===== config.mk =====
export PLATFORM = sky130hd
export DESIGN_NAME = td4_prog_loader
export DESIGN_NICKNAME = d
export VERILOG_FILES = /design/src/rtl/td4_prog_loader.sv
export SDC_FILE = /design/constraint.sdc
export NUM_CORES = 1
export LEC_CHECK = 0
export ABC_CLOCK_PERIOD_IN_PS = 3000
export BUFFER_PORTS_ARGS = -buffer_cell sky130_fd_sc_hd__clkbuf_2
export CAP_MARGIN = 20
export CORE_MARGIN = 2
export CORE_UTILIZATION = 55
export DETAILED_ROUTE_END_ITERATION = 16
export HOLD_SLACK_MARGIN = 0.08
export PLACE_DENSITY = 0.7
export SKIP_CTS_REPAIR_TIMING = 1
export SLEW_MARGIN = 20
export SYNTH_ARGS = -nofsm -noshare
export SYNTH_HDL_FRONTEND = slang
export SYNTH_SLANG_ARGS = --single-unit

===== constraint.sdc =====
create_clock -name clock -period 3 [get_ports clock]
set_input_delay 0.3 -clock clock [delete_from_list [all_inputs] [get_ports clock]]
set_output_delay 0.3 -clock clock [all_outputs]
set_load 0.01 [all_outputs]

===== src/rtl/td4_prog_loader.sv =====
`default_nettype none
// ============================================================================
// Module   : td4_prog_loader
// Purpose  : UART program loader and 16x8 instruction memory for the TD4 CPU.
//            It receives a framed program (0xA5 sync, 16 data bytes, 8-bit
//            additive checksum) and writes it into memory. It holds the CPU
//            stopped until a complete frame with a valid checksum has landed.
// Revision : 1.0 - initial release
// ----------------------------------------------------------------------------
// Parameters:
//   CLK_DIV   clock cycles per UART bit (4..65535)
//   TIMEOUT   max idle clocks between bytes inside a frame (1..2^20-1)
// Ports:
//   clock      in   system clock, rising-edge active
//   reset      in   asynchronous, active-low reset; clears all state
//   uart_rx    in   serial input, 8N1, LSB first, idle high (asynchronous)
//   ip         in   [3:0] CPU instruction pointer
//   instr      out  [7:0] mem[ip], combinational
//   cpu_run    out  high when the CPU may execute
//   load_busy  out  high while a frame is in progress
//   load_err   out  sticky error from the last frame attempt
// ============================================================================
module td4_prog_loader #(
  parameter int CLK_DIV = 434,
  parameter int TIMEOUT = 65535
) (
  input  logic       clock,
  input  logic       reset,
  input  logic       uart_rx,
  input  logic [3:0] ip,
  output logic [7:0] instr,
  output logic       cpu_run,
  output logic       load_busy,
  output logic       load_err
);

  localparam logic [15:0] BIT_LAST  = 16'(CLK_DIV - 1);
  localparam logic [15:0] HALF_LAST = 16'((CLK_DIV / 2) - 1);
  // The timeout fires on the edge where the idle count would reach TIMEOUT.
  localparam logic [19:0] TO_LAST   = 20'(TIMEOUT - 1);
  localparam logic [7:0]  SYNC_BYTE = 8'hA5;

  typedef enum logic [1:0] {
    R_IDLE  = 2'd0,
    R_START = 2'd1,
    R_DATA  = 2'd2,
    R_STOP  = 2'd3
  } rx_state_t;

  typedef enum logic [1:0] {
    F_SYNC = 2'd0,
    F_DATA = 2'd1,
    F_SUM  = 2'd2
  } frame_state_t;

  // Synchroniser
  logic sync1_q, sync1_d;
  logic sync2_q, sync2_d;
  logic rx_s;

  // Receiver
  rx_state_t   rx_state_q, rx_state_d;
  logic [15:0] div_cnt_q,  div_cnt_d;
  logic [2:0]  bit_idx_q,  bit_idx_d;
  logic [7:0]  shift_q,    shift_d;
  logic        rx_valid;
  logic        rx_ferr;
  logic [7:0]  rx_byte;

  // Frame handling
  frame_state_t frame_q,     frame_d;
  logic [3:0]   addr_q,      addr_d;
  logic [7:0]   sum_q,       sum_d;
  logic [19:0]  to_cnt_q,    to_cnt_d;
  logic         cpu_run_q,   cpu_run_d;
  logic         load_busy_q, load_busy_d;
  logic         load_err_q,  load_err_d;
  logic         timeout_hit;
  logic         frame_abort;

  logic [7:0] mem_q [16];
  logic [7:0] mem_d [16];

  assign sync1_d = uart_rx;
  assign sync2_d = sync1_q;
  assign rx_s    = sync2_q;
  assign rx_byte = shift_q;

  // --------------------------------------------------------------------------
  // Receiver next-state logic
  // --------------------------------------------------------------------------
  always_comb begin
    rx_state_d = rx_state_q;
    div_cnt_d  = div_cnt_q;
    bit_idx_d  = bit_idx_q;
    shift_d    = shift_q;
    rx_valid   = 1'b0;
    rx_ferr    = 1'b0;
    case (rx_state_q)
      R_IDLE: begin
        div_cnt_d = '0;
        if (!rx_s) rx_state_d = R_START;
      end
      R_START: begin
        if (div_cnt_q == HALF_LAST) begin
          div_cnt_d  = '0;
          bit_idx_d  = '0;
          // A line back high at mid-start-bit is treated as a glitch.
          rx_state_d = rx_s ? R_IDLE : R_DATA;
        end else begin
          div_cnt_d = div_cnt_q + 16'd1;
        end
      end
      R_DATA: begin
        if (div_cnt_q == BIT_LAST) begin
          div_cnt_d = '0;
          shift_d   = {rx_s, shift_q[7:1]};
          if (bit_idx_q == 3'd7) rx_state_d = R_STOP;
          else                   bit_idx_d  = bit_idx_q + 3'd1;
        end else begin
          div_cnt_d = div_cnt_q + 16'd1;
        end
      end
      R_STOP: begin
        if (div_cnt_q == BIT_LAST) begin
          div_cnt_d  = '0;
          rx_valid   = rx_s;
          rx_ferr    = ~rx_s;
          rx_state_d = R_IDLE;
        end else begin
          div_cnt_d = div_cnt_q + 16'd1;
        end
      end
      default: rx_state_d = R_IDLE;
    endcase
  end

  // --------------------------------------------------------------------------
  // Frame next-state logic
  // --------------------------------------------------------------------------
  // The inter-byte timer only advances while a frame is open and the receiver
  // is waiting for a start bit.
  assign timeout_hit = (frame_q != F_SYNC) && (rx_state_q == R_IDLE) &&
                       (to_cnt_q == TO_LAST);
  assign frame_abort = rx_ferr || timeout_hit;

  always_comb begin
    frame_d     = frame_q;
    addr_d      = addr_q;
    sum_d       = sum_q;
    cpu_run_d   = cpu_run_q;
    load_busy_d = load_busy_q;
    load_err_d  = load_err_q;
    mem_d       = mem_q;

    if ((frame_q == F_SYNC) || (rx_state_q != R_IDLE) || rx_valid)
      to_cnt_d = '0;
    else
      to_cnt_d = to_cnt_q + 20'd1;

    case (frame_q)
      F_SYNC: begin
        if (rx_valid && (rx_byte == SYNC_BYTE)) begin
          // Stop the CPU on the same edge so it never fetches a half-written
          // program.
          cpu_run_d   = 1'b0;
          load_busy_d = 1'b1;
          load_err_d  = 1'b0;
          addr_d      = '0;
          sum_d       = '0;
          frame_d     = F_DATA;
        end
      end
      F_DATA: begin
        if (rx_valid) begin
          mem_d[addr_q] = rx_byte;
          sum_d         = sum_q + rx_byte;
          if (addr_q == 4'd15) frame_d = F_SUM;
          else                 addr_d  = addr_q + 4'd1;
        end else if (frame_abort) begin
          load_err_d  = 1'b1;
          load_busy_d = 1'b0;
          cpu_run_d   = 1'b0;
          frame_d     = F_SYNC;
        end
      end
      F_SUM: begin
        if (rx_valid) begin
          if (rx_byte == sum_q) cpu_run_d  = 1'b1;
          else                  load_err_d = 1'b1;
          load_busy_d = 1'b0;
          frame_d     = F_SYNC;
        end else if (frame_abort) begin
          load_err_d  = 1'b1;
          load_busy_d = 1'b0;
          cpu_run_d   = 1'b0;
          frame_d     = F_SYNC;
        end
      end
      default: frame_d = F_SYNC;
    endcase
  end

  // --------------------------------------------------------------------------
  // State registers
  // --------------------------------------------------------------------------
  always_ff @(posedge clock or negedge reset) begin
    if (!reset) begin
      sync1_q     <= 1'b1;
      sync2_q     <= 1'b1;
      rx_state_q  <= R_IDLE;
      div_cnt_q   <= '0;
      bit_idx_q   <= '0;
      shift_q     <= '0;
      frame_q     <= F_SYNC;
      addr_q      <= '0;
      sum_q       <= '0;
      to_cnt_q    <= '0;
      cpu_run_q   <= 1'b0;
      load_busy_q <= 1'b0;
      load_err_q  <= 1'b0;
      for (int i = 0; i < 16; i++) mem_q[i] <= 8'h00;
    end else begin
      sync1_q     <= sync1_d;
      sync2_q     <= sync2_d;
      rx_state_q  <= rx_state_d;
      div_cnt_q   <= div_cnt_d;
      bit_idx_q   <= bit_idx_d;
      shift_q     <= shift_d;
      frame_q     <= frame_d;
      addr_q      <= addr_d;
      sum_q       <= sum_d;
      to_cnt_q    <= to_cnt_d;
      cpu_run_q   <= cpu_run_d;
      load_busy_q <= load_busy_d;
      load_err_q  <= load_err_d;
      for (int i = 0; i < 16; i++) mem_q[i] <= mem_d[i];
    end
  end

  assign instr     = mem_q[ip];
  assign cpu_run   = cpu_run_q;
  assign load_busy = load_busy_q;
  assign load_err  = load_err_q;

endmodule
`default_nettype wire


# Yosys cells after proc, flatten, opt, wreduce, memory -nomap -nowiden
# Index checks and enable logic that the tools add are counted.
word_totals:
  regBits: 196
  in_bits: 7
classes:
  n_mux: 54
  n_reduce_logical: 25
  order_cmp: 3
  add_sub_neg: 5
  eq_ne: 25
  n_bitwise: 3
ops:
  columns: ["op", "count"]
  rows:
  - ["128-bit bitwise mux", 1]
  - ["16-bit one-hot mux with 3 select lines", 1]
  - ["8-bit 2-to-1 mux", 5]
  - ["8-bit binary-select mux with 4-bit select", 1]
  - ["8-bit demux with 4-bit select", 1]
  - ["16-bit 2-to-1 mux", 2]
  - ["2-bit 2-to-1 mux", 11]
  - ["20-bit by 1-bit adder with 20-bit output (second input constant)", 1]
  - ["20-bit by 16-bit == test with 1-bit output (second input constant)", 1]
  - ["20-bit 2-to-1 mux", 1]
  - ["2-bit != test (second input constant)", 9]
  - ["1-bit 2-to-1 mux", 17]
  - ["16-bit by 1-bit adder with 16-bit output (second input constant)", 1]
  - ["16-bit by 8-bit == test with 1-bit output (second input constant)", 1]
  - ["16-bit by 9-bit == test with 1-bit output (second input constant)", 1]
  - ["8-bit one-hot mux with 2 select lines", 1]
  - ["4-bit AND reduction", 4]
  - ["4-bit 2-to-1 mux", 3]
  - ["5-bit >= comparator (second input constant)", 2]
  - ["4-bit inverter with 5-bit output", 2]
  - ["3-bit 2-to-1 mux", 3]
  - ["3-bit != test (second input constant)", 3]
  - ["1-bit one-hot mux with 3 select lines", 3]
  - ["8-bit adder", 1]
  - ["24 further kinds", 39]

# Depth between registers and ports, before layout
# Gate-level depths: netlist of run 1.
depth:
  word_depth: 7
  mapped_depth: 9
  mapped_depth_nobuf: 8

# Worst setup path after synthesis of run 1
# Ideal clock, no wire load.
synth_timing:
  kind: "input to output"
  from: "input ip[0]"
  to: "output instr[0]"
  t_arrival_ns: 2.118
  path_stages: 4
  required_time_ns: 2.700
  path_slack_ns: 0.582
  path_cell_list: "clkbuf_1 -> buf_1 -> mux4_2 -> mux4_2"
synth_between:
  elab_chain_cells: 4
synth_lines:
  columns: ["item", "line_no", "source"]
  rows:
  - ["start: declaration", "30", "input logic [3:0] ip,"]
  - ["4-bit inverter with 5-bit output (not written as such)", "241", "assign instr = mem_q[ip];"]
  - ["8-bit binary-select mux with 4-bit select", "241", null]
  - ["8-bit 2-to-1 mux (not written as such) (2 in series)", "241", null]
  - ["end: declaration", "31", "output logic [7:0] instr,"]
# Every way passes these cells. The select of a mux whose other input is x is not followed.

# Final worst setup path of run 1
layout_timing:
  from: "register div_cnt_q[2]"
  to: "register mem_q[103] (netlist name)"
layout_between:
  elab_chain_cells: 4
layout_lines:
  columns: ["item", "line_no", "source"]
  rows:
  - ["start: declaration", "63", "logic [15:0] div_cnt_q, div_cnt_d;"]
  - ["start signal: assignment", "227", "div_cnt_q <= div_cnt_d;"]
  - ["16-bit by 9-bit == test with 1-bit output", "125", "if (div_cnt_q == BIT_LAST) begin"]
  - ["1-bit 2-to-1 mux", "125", null]
  - ["1-bit 2-to-1 mux", "99", "case (rx_state_q)"]
  - ["2-bit AND reduction (no source line)", null, null]
  - ["end: declaration", "81", "logic [7:0] mem_q [16];"]
# Every way passes these cells.
# A chain may end at the register's enable or synchronous reset.

==> results of run 1 <==
## sequential cells by signal, summed over array words and instances, names as in the netlist, named ones only
register    cells
addr_q          4
rx_state_q      1
cpu_run         1
rx_s            1
sum_q           8
load_err        1
sync1_q         1
rx_byte         8
to_cnt_q       20
bit_idx_q       3
frame_q         2
load_busy       1
div_cnt_q      16
mem_q         128
## cells in the mapped netlist (all sizes together), types with 3 or more instances
cell	number	area share [%]
nand3	30	1.7
nor3	10	0.57
mux2	140	17
nand2	51	2.0
dfrtp	194	50
and3	5	0.32
ha	22	2.8
o31ai	3	0.23
nand4	11	0.87
buf	11	0.48
nand3b	3	0.23
and2	6	0.39
clkbuf	26	1.0
nor4	9	1.1
and4	3	0.27
a21oi	10	0.52
inv	18	0.70
xor2	21	1.9
or3	7	0.45
nor2	60	2.6
xnor2	16	1.5
o21ai	12	0.62
mux4	40	9.3
and4b	3	0.31
## worst max-delay path: stages (launching register included)
cell and delay (ns):
dfrtp_1 0.46, nor4_4 0.46, nand4_4 0.18, nor2_4 0.25, nand2_1 0.11, or4_1 0.71
mux2_4 0.40
## logic make-up (layout without fill, tap and decap cells)
| kind of cell | count (synthesis) | in the layout | synth area share, % |
|---|---|---|---|
| and+or+nand+nor | 211 | 211 | 11.9 |
| DFF | 196 | 196 | 50.8 |
| muxes | 181 | 181 | 26.1 |
| buffers and inverters | 55 | 95 | 2.19 |
| AOI/OAI and AO/OA | 40 | 40 | 2.69 |
| xor gates and xnor gates | 37 | 37 | 3.35 |
| adders and majority gates | 23 | 23 | 3.06 |
## metrics by stage
stage               cells  power, mW  util, %  hold slack, ns  worst slack (ns)
finish               1008       5.02     62.4           0.358             0.296
detailed placement    977       2.83     58.9           0.347             0.315
CTS                  1006       5.06     62.3         -0.0589             0.299
floorplan             743       2.74        -         0.00441             0.582
global placement      977       2.82     58.9           0.347             0.420
global route         1008       5.19     62.4           0.364             0.161
## final cells by class
type,count,area share [%]
clock buffers,19,4.21
clock inverters,10,1.20
inverters,18,0.628
multi-input cells,492,42.3
flip-flops and latches,196,45.6
well taps,225,2.62
repair buffers,48,3.43
## metal layers
metal  global-route usage [%]  up-vias
li1                         -     2748
met1                     31.2     3158
met2                     40.1      116
met3                     3.67       37
met4                     10.6        0
met5                        0        -
## report_power, final
group,total [mW],internal (mW),switching (mW)
sequential,2.65,2.64,0.00356
combinational,0.126,0.0381,0.0881
clock,2.24,1.27,0.974
## how the worst max path moves through the flow
stage                 startpoint          to  cells past startpoint
CTS                 div_cnt_q[2]  mem_q[103]                      6
detailed placement  div_cnt_q[2]  mem_q[103]                      6
floorplan                  ip[0]    instr[0]                      4
global route        div_cnt_q[2]   mem_q[98]                      6
global placement    div_cnt_q[2]  mem_q[102]                      6
finish              div_cnt_q[2]  mem_q[103]                      6
## cell usage in the layout, fill, tap and decap left out, types with 4 or more instances in the layout
master and instances:
a21oi_1 10, and2_1 5, and3_1 5, buf_4 26, clkbuf_16 17, clkbuf_2 16, clkinv_4 4, dfrtp_1 194
ha_1 22, inv_1 18, mux2_1 4, mux2_2 128, mux2_4 8, mux4_2 40, nand2_1 51, nand3_1 28
nand4_1 10, nor2_1 50, nor2_2 9, nor3_1 9, nor4_1 5, o21ai_0 12, or3_1 7, xnor2_1 16
xor2_1 21
==> metrics.md, run 1 <==
| Metric | Value |
|---|---|
| Status | `complete, no violations` |
| Top FF cell, synth | `dfrtp_1` |
| Initial core utilization | `56.1%` |
| Worst-case reg-to-reg path depth | `6` |
| Die width | `137 um` |
| Hold_sp | `sync1_q` |
| Core outline area | `17200 um^2` |
| Area Overhead vs Synth | `11.3%` |
| Hold crit path type | `flip-flop to flip-flop` |
| Port-buffer cells | `17` |
| DP HPWL | `14.1 mm` |
| Post-DP Area | `10100 um^2` |
| Mapped Cells | `743` |
| Crit Path Max Fanout | `8` |
| First-pass GRT wire length | `33.7 mm` |
| DR vias | `6059` |
| H-Tree Level Count | `4` |
| R2r setup slk | `0.30 ns` |
| Nets@finish | `803` |
| Net Count, Synth | `773` |
| Die height | `137 um` |
| P_leak | `5.01 nW` |
| Die Area | `18600 um^2` |
| Worst-path clk slew | `0.07 ns` |
| DR top layer | `met4` |
| Final setup fails | `0` |
| Largest net degree at the start of global routing | `93` |
| Setup TNS Final | `0 ns` |
| Max Fclk | `370 MHz` |
| Final hold violation count | `0` |
| Critical Path AT | `3.02 ns` |
| Synth warn | `0` |
| Synth Cell Area | `9660 um^2` |
| Initial DRC count | `326` |
| Vias per cell | `6.01` |
| Least-Margin Pin Slew | `0.775 ns` |
| Setup Skew | `0.00985 ns` |
| Antenna-violating nets left | `0` |
| Min-Delay Path Depth | `0` |
| Synth Register Bits | `196` |
| Yosys cell types | `60` |
| Worst EP required | `3.31 ns` |
| # fillers | `1304` |
| Rel. slew slack | `48.3%` |
| Sequential area share after synthesis | `50.8%` |
| Num rows | `48` |
| WL/cell | `20.3 um` |
| Crit end category | `flip-flop` |
| DRT Wirelength | `20.5 mm` |
| CTS Buf Count | `17` |
| Final GP Congestion | `0.868` |
| Crit share post-route | `90.1%` |
| Post-synth ARST share | `100%` |
| RSZ-0062 raised after global routing | `false` |
| CP Launch Type | `flip-flop` |
| GR Util All Layers | `24.0%` |
| Peak supply drop | `0.424 mV` |
| Multi-input gate area | `4540 um^2` |
| Post-synth EDFFs | `0` |
| Storage cell area | `4910 um^2` |
| CTS Buffer Depth | `2` |
| Minimum clock period | `2.70 ns` |
| Worst R2R Start | `div_cnt_q[2]` |
| M1 WL | `8.98 mm` |
| Number of global-route vias before repair | `6351` |
| CTS Sinks | `196` |
| Power Dens Cells | `467 nW/um^2` |
| Share of post-route cells with drive strength above 1 | `34.9%` |
| DR WL met2 | `10.3 mm` |
| Hold path endpoint | `rx_s` |
| Initial antenna violation count | `0` |
| Finished Cell Area | `10800 um^2` |
| Slew Viols, Final | `0` |
| Capturing point of the worst reg2reg path | `mem_q[103]` |
| # diodes | `0` |
| Root Buffer | `clkbuf_16` |
| Clk_lat worst skew | `0.43 ns` |
| Detailed-router iteration count before antenna repair | `5` |
| # DRC | `0` |
| CTS tree | `yes` |
| Max Cap Viol | `0` |
| Mean Syn Cell Area | `13.0 um^2` |
| Metal3 WL | `548 um` |
| # IOs | `18` |
| Congestion Overflow GR | `0` |
| CP Class | `flip-flop to flip-flop` |
Power figures use the tool's default switching activity.
==> run 2: changes to the inputs <==
--- a/config.mk
+++ b/config.mk
@@ -5,6 +5,7 @@
 export SDC_FILE = /design/constraint.sdc
 export NUM_CORES = 1
 export LEC_CHECK = 0
+export ABC_AREA = 1
 export ABC_CLOCK_PERIOD_IN_PS = 3000
 export BUFFER_PORTS_ARGS = -buffer_cell sky130_fd_sc_hd__clkbuf_2
 export CAP_MARGIN = 20
==> run 2 against run 1 <==
  * Design area increased by 0.93%
  * Worst hold slack improved by 0.0012 ns
  * Clock power increased by 7%
  * Critical endpoint is now mem_q[75]
==> metrics.md, run 2 <==
| Metric | Value |
|---|---|
| Congestion Overflow GR | `0 (unchanged)` |
| Top cell type's share of synthesized area | `48.7% (-1.5 points)` |
| CP Cell Sequence | `inv_1 -> ha_1 -> inv_1 -> nor2_8 -> nand3_1 -> nand2_1 -> o21ai_0` |
| Final hold violation count | `0 (unchanged)` |
| # diodes | `0 (unchanged)` |
| Clk_lat worst skew | `0.45 ns (+0.02 ns)` |
| Synth area leaders | `dfrtp_1 (49%), nand2_1 (9.9%), o21ai_0 (6.8%)` |
| # IOs | `18 (unchanged)` |
| Most common cell on crit path | `inv_1` |
| WL/cell | `16.2 um (-21%)` |
| Hold crit path type | `flip-flop to flip-flop` |
| Area Overhead vs Synth | `8.90%` |
| CTS Buf Count | `17 (unchanged)` |
| DR vias | `7838 (+29%)` |
| Root Buffer | `clkbuf_16` |
| Fin cells | `1423 (+41%)` |
| CTS Sinks | `196 (unchanged)` |
| Power Dens Cells | `484 nW/um^2 (+3.7%)` |
| Rel. slew slack | `44.0% (-4.3 points)` |
| H-Tree Level Count | `4 (unchanged)` |
| Slowest-stage cell, CP | `nand3_1` |
| Commonest cells after routing, fill and taps aside | `nand2_1 (264), dfrtp_1 (194), o21ai_0 (136)` |
| Share of post-route cells with drive strength above 1 | `7.62% (-27 points)` |
| Synth Register Bits | `196 (unchanged)` |
| CP Class | `flip-flop to flip-flop` |
| Post-synth EDFFs | `0 (unchanged)` |
| CP Buf/Inv Count | `2 (+2)` |
| GR Util All Layers | `25.0% (+1.0 points)` |
| Crit end category | `flip-flop` |
| Final setup fails | `0 (unchanged)` |
| Initial core utilization | `55.8% (-0.21 points)` |
| Initial antenna violation count | `0 (unchanged)` |
| Initial DRC count | `597 (+83%)` |
| Mean Syn Cell Area | `8.41 um^2 (-35%)` |
| Port-buffer cells | `17 (unchanged)` |
| Sequential area share after synthesis | `49.3% (-1.5 points)` |
| Mapped Cells | `1185 (+59%)` |
| Net Count, Synth | `1215 (+57%)` |
| RSZ-0062 raised after global routing | `false` |
| Synth warn | `0 (unchanged)` |
| Vias per cell | `5.51 (-8.4%)` |
| CP delay by family, top | `simple AND/OR/NAND/NOR gates` |
| WHS | `0.359 ns (+0.00121 ns)` |
| Largest net degree at the start of global routing | `91 (-2.2%)` |
| CP Launch Type | `flip-flop` |
| Top FF cell, synth | `dfrtp_1` |
| Max reg flops | `128 (unchanged)` |
| Die width | `139 um (+1.5%)` |
| Peak supply drop | `0.432 mV (+1.9%)` |
| Worst EP required | `3.30 ns (about the same)` |
| Synth Cell Area | `9960 um^2 (+3.1%)` |
| Core outline area | `17800 um^2 (+3.5%)` |
| Num rows | `49 (+2.1%)` |
| Max Cap Viol | `0 (unchanged)` |
| Die height | `139 um (+1.5%)` |
| Largest registers | `mem_q (128), to_cnt_q (20), div_cnt_q (16)` |
| Worst-path clk slew | `0.07 ns (about the same)` |
| Slew Viols, Final | `0 (unchanged)` |
| Die Area | `19200 um^2 (+3.0%)` |
| Top reg by flops | `mem_q` |
| DP HPWL | `15.4 mm (+9.1%)` |
| Setup Skew | `0.00642 ns (-0.00343 ns)` |
| Post-synth ARST share | `100% (unchanged)` |
| Least-Margin Pin Slew | `0.838 ns (+0.0631 ns)` |
| # placed instances | `1389 (+42%)` |
| Setup TNS Final | `0 ns (unchanged)` |
| Max Fclk | `395 MHz (+6.7%)` |
| Number of global-route vias before repair | `7614 (+20%)` |
| Final GP Congestion | `0.878 (+1.1%)` |
| Minimum clock period | `2.53 ns (-0.170 ns)` |
| Crit share post-route | `84.5% (-5.7 points)` |
| DRT Wirelength | `23.0 mm (+12%)` |
| P_leak | `4.73 nW (-5.5%)` |
| CTS tree | `yes` |
| First-pass GRT wire length | `38.7 mm (+15%)` |
| Critical Path AT | `2.83 ns (-0.19 ns)` |
| Crit Path Max Fanout | `17 (+9)` |
| # DRC | `0 (unchanged)` |
| Most common cell after layout, fill and taps aside | `nand2_1` |
| Status | `complete, no violations` |
| Antenna-violating nets left | `0 (unchanged)` |
| Nets@finish | `1211 (+51%)` |
| Detailed-router iteration count before antenna repair | `5 (unchanged)` |
| Yosys cell types | `41 (-32%)` |
| Overall Power | `5.25 mW (+4.7%)` |
| Layout Utilization | `60.8% (-1.6 points)` |
| Yosys top cell by area | `dfrtp_1` |
| CP max stage delay | `0.48 ns (-0.23 ns)` |
| CTS Buffer Depth | `2 (unchanged)` |
| Most numerous cell in the Yosys netlist | `nand2_1` |
| Synth top cells by count | `nand2_1 (264), dfrtp_1 (194), o21ai_0 (136)` |
==> run 2: area by class of cell <==
| type | count | area [um^2] |
|---|---|---|
| Timing Repair Buffer | 32 | 239 |
| Fill cell | 1592 | 6990 |
| Sequential cell | 196 | 4910 |
| Clock inverter | 13 | 171 |
| Inverter | 114 | 428 |
| Clock buffer | 19 | 443 |
| Multi-Input combinational cell | 820 | 4380 |
| Tap cell | 229 | 287 |
==> run 2: logic make-up after synthesis <==
group / synth area share, %
AOI/OAI and AO/OA: 16.8
DFF: 49.3
buffers and inverters: 6.83
adders and majority gates: 2.96
and+or+nand+nor: 19.5
xor gates and xnor gates: 1.49
muxes: 3.21
==> run 2: per-layer routing <==
metal  wire length, um  global-route usage [%]  vias to the layer above  part of all wire (%)
li1                  -                       -                     3919                     -
met2             11200                    41.6                      163                    49
met4               439                    8.27                        0                   1.9
met1             10500                    34.0                     3726                    46
met5                 0                       0                        -                     0
met3               889                    3.69                       30                   3.9
==> run 2: worst register-to-register path: stages, from the launching register on <==
cell and delay, ns:
dfrtp_1 0.43, inv_1 0.10, ha_1 0.39, inv_1 0.27, nor2_8 0.41, nand3_1 0.49, nand2_1 0.19, o21ai_0 0.11
==> run 2: final timing paths <==
| kind | from | endpoint | slack [ns] | cells after the start |
|---|---|---|---|---|
| max in group asynchronous | reset | mem_q[91] | 1.71 | 3 |
| max reg2reg | frame_q[1] | mem_q[75] | 0.47 | 7 |
| min | sync1_q | rx_s | 0.36 | 0 |
| min reg2reg | sync1_q | rx_s | 0.36 | 0 |
| max | frame_q[1] | mem_q[75] | 0.47 | 7 |
| min in group asynchronous | reset | mem_q[16] | 0.46 | 2 |
==> run 2: metrics by stage <==
stage	instance area, um^2	setup WS, ns
2_1_floorplan	9960	1.12
3_3_place_gp	10200	0.622
3_5_place_dp	10200	0.487
4_1_cts	10800	0.456
5_1_grt	10900	0.190
6_report	10900	0.466
==> run 2: power by group <==
part | total, mW | internal [mW] | switching, mW
sequential | 2.64 | 2.64 | 0.00167
clock | 2.40 | 1.35 | 1.05
combinational | 0.202 | 0.0569 | 0.145
